`src/rtl/updown_counter_bank.sv`:
```
`default_nettype none
// ============================================================================
// Module   : updown_counter_bank
// Purpose  : Bank of NUM_CH independent up/down counters, each ranging 0..MAX.
//            Every channel wraps modulo MAX+1 (WRAP=1) or saturates at 0/MAX
//            (WRAP=0). Per-edge priority is clear > load > enable. A registered
//            one-cycle event pulse flags a wrap or an attempted step past a
//            limit.
// Revision : 1.0 - initial release
// ----------------------------------------------------------------------------
// Ports
//   clk         in   1                  clock, rising edge
//   reset       in   1                  asynchronous active-high reset
//   enable      in   NUM_CH             per-channel count enable
//   up          in   NUM_CH             1 = increment, 0 = decrement
//   clear       in   NUM_CH             synchronous clear to 0 (top priority)
//   load        in   NUM_CH             synchronous load of clamped load_value
//   load_value  in   NUM_CH*COUNT_BITS  channel i at [i*COUNT_BITS +: COUNT_BITS]
//   count       out  NUM_CH*COUNT_BITS  registered counter values, same packing
//   max_tick    out  NUM_CH             count[i] == MAX (combinational)
//   min_tick    out  NUM_CH             count[i] == 0   (combinational)
//   event_pulse out  NUM_CH             registered wrap / saturation-hit pulse
//   any_event   out  1                  OR of event_pulse
// ============================================================================
module updown_counter_bank #(
    parameter int NUM_CH     = 4,
    parameter int COUNT_BITS = 8,
    parameter int MAX        = 200,
    parameter int WRAP       = 1
) (
    input  logic                           clk,
    input  logic                           reset,
    input  logic [NUM_CH-1:0]              enable,
    input  logic [NUM_CH-1:0]              up,
    input  logic [NUM_CH-1:0]              clear,
    input  logic [NUM_CH-1:0]              load,
    input  logic [NUM_CH*COUNT_BITS-1:0]   load_value,
    output logic [NUM_CH*COUNT_BITS-1:0]   count,
    output logic [NUM_CH-1:0]              max_tick,
    output logic [NUM_CH-1:0]              min_tick,
    output logic [NUM_CH-1:0]              event_pulse,
    output logic                           any_event
);

    localparam logic [COUNT_BITS-1:0] c_MAX  = COUNT_BITS'(MAX);
    localparam logic [COUNT_BITS-1:0] c_ZERO = '0;
    localparam logic [COUNT_BITS-1:0] c_ONE  = COUNT_BITS'(1);

    for (genvar gi = 0; gi < NUM_CH; gi++) begin : g_ch
        logic [COUNT_BITS-1:0] r_cnt;
        logic                  r_evt;
        logic [COUNT_BITS-1:0] w_lv;
        logic [COUNT_BITS-1:0] w_nxt;
        logic                  w_evt;

        assign w_lv = load_value[gi*COUNT_BITS +: COUNT_BITS];

        // Limits are tested explicitly before stepping so that a MAX below
        // 2^COUNT_BITS-1 still wraps at MAX and nothing relies on natural
        // binary overflow.
        always_comb begin
            w_nxt = r_cnt;
            w_evt = 1'b0;
            if (clear[gi]) begin
                w_nxt = c_ZERO;
            end else if (load[gi]) begin
                w_nxt = (w_lv > c_MAX) ? c_MAX : w_lv;
            end else if (enable[gi]) begin
                if (up[gi]) begin
                    if (r_cnt == c_MAX) begin
                        w_evt = 1'b1;
                        w_nxt = (WRAP != 0) ? c_ZERO : c_MAX;
                    end else begin
                        w_nxt = r_cnt + c_ONE;
                    end
                end else begin
                    if (r_cnt == c_ZERO) begin
                        w_evt = 1'b1;
                        w_nxt = (WRAP != 0) ? c_MAX : c_ZERO;
                    end else begin
                        w_nxt = r_cnt - c_ONE;
                    end
                end
            end
        end

        always_ff @(posedge clk or posedge reset) begin
            if (reset) begin
                r_cnt <= c_ZERO;
                r_evt <= 1'b0;
            end else begin
                r_cnt <= w_nxt;
                r_evt <= w_evt;
            end
        end

        assign count[gi*COUNT_BITS +: COUNT_BITS] = r_cnt;
        assign event_pulse[gi]                    = r_evt;
        assign max_tick[gi]                       = (r_cnt == c_MAX);
        assign min_tick[gi]                       = (r_cnt == c_ZERO);
    end : g_ch

    assign any_event = |event_pulse;

endmodule : updown_counter_bank
`default_nettype wire
```
`config.mk`:
```
export PLATFORM = sky130hd
export DESIGN_NAME = updown_counter_bank
export DESIGN_NICKNAME = d
export VERILOG_FILES = /design/src/rtl/updown_counter_bank.sv
export SDC_FILE = /design/constraint.sdc
export NUM_CORES = 1
export LEC_CHECK = 0
export ABC_AREA = 0
export BUFFER_PORTS_ARGS = -buffer_cell sky130_fd_sc_hd__buf_2
export CORE_ASPECT_RATIO = 1.25
export CORE_MARGIN = 10
export CORE_UTILIZATION = 49
export DETAILED_ROUTE_END_ITERATION = 6
export PLACE_DENSITY = 0.84
export SLEW_MARGIN = 20
export SYNTH_ARGS = -nofsm -noshare
export SYNTH_HDL_FRONTEND = slang
export SYNTH_SLANG_ARGS = --single-unit
export TNS_END_PERCENT = 10
```
`constraint.sdc`:
```
create_clock -name clk -period 1.9 [get_ports clk]
set_input_delay 0.57 -clock clk [delete_from_list [all_inputs] [get_ports clk]]
set_output_delay 0.57 -clock clk [all_outputs]
set_load 0.1 [all_outputs]
```
==> metrics.md <==
| Metric | Value |
|---|---|
| R2R cell count | 10 |
| Number of I/O port buffers | 94 |
| Power density over the cells | 699 nW/µm² |
| Core area | 7060 µm² |
| Crit path DAT | 1.73 ns |
| Total number of vias | 4656 |
| Layout cells sized above 1 | 40.7% |
| Synth warnings | 0 |
| Post-Syn Area per Cell | 7.50 µm² |
| Minimum clock period | 2.30 ns |
| Synthesis-to-layout area growth | 48.3% |
| CP Launch Point | g_ch[0].r_cnt[1]$_DFFE_PP0P_ |
| RePlAce Congestion | 0.991 |
| Slew Limit Fails | 0 |
| Overall Global Routing Usage | 23.2% |
| CTS Buf Count | 5 |
| Residual DRC | 0 |
| Peak VDD IR | 0.000508 V |
| Final Util | 75.3% |
| Critical path type | flip-flop to output pin |
| Post-Route WL | 13.9 mm |
| Die Width | 96.5 µm |
| CP required | 1.33 ns |
| Post-route setup slack | -0.402 ns |
| Clk buf depth | 2 |
| Commonest non-fill, non-tap cell in the layout | buf_4 |
| Post-DP Area | 4910 µm² |
| Critical path peak fanout | 3 |
| Status | complete, but fails checks |
| Finished Cell Area | 5320 µm² |
| Leakage power | 2.39 nW |
| Synth unique cells | 66 |
| Worst slew pin tran | 0.547 ns |
| Worst setup EP type | output pin |
| 1st-iter DRT viols | 344 |
| Worst slew margin | 63.3% |
| First-pass GRT wire length | 21.4 mm |
| GRT overflow | 0 |
| Initial core utilization | 50.8% |
| Initial antenna violation count | 0 |
| Reg2reg setup slack | -0.15 ns |
| Diode count | 0 |
| Total power | 3.72 mW |
| CTS Hold Bufs | 0 |
| MaxCap Viol Count | 0 |
| Crit-path cells | inv_4, ha_4, nor3b_4, nand2_2, clkinvlp_4, buf_12 |
| Vert. Die Dim | 116 µm |
| Vias per cell | 6.46 |
| Routed length per instance | 19.3 µm |
| Fmax | 434 MHz |
| Number of synthesized register bits | 36 |
| Commonest cells after routing, fill and taps aside | 88 x buf_4, 65 x buf_2, 43 x nor2_1, 39 x a21oi_1, 29 x nand2_1 |
| Num Clock Sinks | 36 |
| Largest net degree at the start of global routing | 37 |
| Async set or reset register ratio after synthesis | 100% |
| Cells after Synth | 478 |
| First-pass detailed-route iteration total | 5 |
| Reg clk slew, reported paths | 0.08 ns |
| H-tree lvl count | 2 |
| Layout Skew | 0.00856 ns |
| Reg-to-Reg End | g_ch[0].r_cnt[0]$_DFFE_PP0P_ |
| Crit start category | flip-flop |
| Syn Nets | 540 |
| Hold Path Class | primary input to async pin |
| Root buffer cell | clkbuf_8 |
| Worst path slowest cell | dfrtp_4 |
| Setup-failing EPs final | 16 |
| Violated checks | setup timing |
| Post-synthesis sequential area ratio | 25.1% |
| Worst skew pair latency | 0.30 ns |
| Antenna Nets Post-Route | 0 |
| HPWL Detailed | 9.94 mm |
| Final period utilization | 121% |
| Final Net Count | 692 |
| Die ar. | 11200 µm² |
| Cell Rows | 34 |
| Fin. Hold Viols | 0 |
| Io pins | 95 |
| Prevailing post-synth register cell | dfrtp_1 |
| Slowest stage delay, CP | 0.50 ns |
| EDFF count, synth | 0 |
| RR Startpoint | g_ch[0].r_cnt[1]$_DFFE_PP0P_ |
| CTS tree | yes |
| Vias in the first global route | 4481 |
| Synthesized area | 3590 µm² |
| RSZ-0062 raised after global routing | yes |
==> worst max-delay path: cells and delay by family, from the launching register on <==
kind,cells,cell delay (ns)
buf+inv,3,0.35
fa+ha+maj,1,0.15
simple gates,2,0.43
flops,1,0.50
==> area by class of cell <==
type	instances	area [µm²]
Clock buffer	6	72.6
Fill cell	481	1740
Clock inverter	2	35.0
Tap cell	90	113
Multi-Input combinational cell	378	2650
Inverter	25	106
Timing Repair Buffer	184	1420
Sequential cell	36	923
==> layer usage <==
metal  global-route usage, %  vias up  share of wire (%)
li1                        -     2112                  -
met1                    27.4     2191                 37
met2                    39.4      295                 51
met3                    5.11       58                8.8
met4                    9.13        0                2.9
met5                       0        -                  0
==> worst max-delay path by stage <==
stage,end,slack [ns],cells after the start
floorplan,g_ch[0].r_cnt[0]$_DFFE_PP0P_,-0.92,6
global placement,min_tick[0],-0.08,6
detailed placement,g_ch[0].r_cnt[0]$_DFFE_PP0P_,-0.15,9
CTS,max_tick[0],-0.33,6
global route,min_tick[0],-0.48,6
finish,min_tick[0],-0.40,6
==> logic make-up after synthesis <==
kind of cell	synth area share, %
xor+xnor	1.95
simple gates	29.6
compound gates	29.2
buf+inv	7.36
mux	2.62
fa+ha+maj	4.19
flops	25.1
==> stage by stage <==
| stage | setup TNS (ns) | setup slack (ns) | cells | hold WS [ns] |
|---|---|---|---|---|
| finish | -2.42 | -0.402 | 721 | 0.392 |
| global route | -3.57 | -0.478 | 721 | 0.437 |
| CTS | -2.26 | -0.327 | 718 | 0.411 |
| detailed placement | -0.572 | -0.147 | 705 | 0.616 |
| global placement | -0.134 | -0.0753 | 705 | 0.576 |
| floorplan | -21.43 | -0.923 | 478 | 0.686 |
==> state kept, by name (all words and copies together), names as in the netlist <==
signal,flops
g_ch.r_evt,4
g_ch.r_cnt,32
==> Yosys cell counts (all sizes together), types with 3 or more instances <==
cell,instances,share of area (%)
o311ai,3,0.73
or3b,3,0.73
a31oi,9,1.7
a32oi,4,0.98
a22oi,4,0.84
nor2,43,4.5
nor2b,4,0.70
and3,10,1.7
xor2,3,0.73
nor4,11,2.1
nor3b,16,3.3
a32o,4,1.1
o31ai,8,1.7
a211oi,4,0.84
o22ai,3,0.52
nand2b,8,1.4
buf,6,1.3
ha,12,4.2
a21oi,42,5.9
nand3b,5,1.0
a21boi,3,0.63
o21ai,26,3.6
mux2i,6,1.7
nand2,31,3.2
xnor2,5,1.2
nor3,17,2.4
dfrtp,36,25
nand4,7,1.2
clkbuf,33,3.5
o221ai,4,0.98
o21a,3,0.63
a221oi,4,0.98
o32ai,3,0.73
inv,25,2.6
and4b,3,0.84
a21o,7,1.5
or4,5,1.0
a31o,4,0.98
nand3,24,3.3
==> timing repair <==
action                                  in CTS  in global routing
pin swaps                                    5                 11
endpoints found under the setup margin      20                 38
buffers inserted                             5                  3
resized for setup                           29                 40
hold endpoints to repair                     0                  0
==> where the power goes <==
| part | total (mW) | internal [mW] | switching (mW) |
|---|---|---|---|
| Combinational | 2.10 | 0.772 | 1.33 |
| Sequential | 0.902 | 0.832 | 0.0707 |
| Clock | 0.713 | 0.391 | 0.323 |
(Power assumes the default switching activity.)
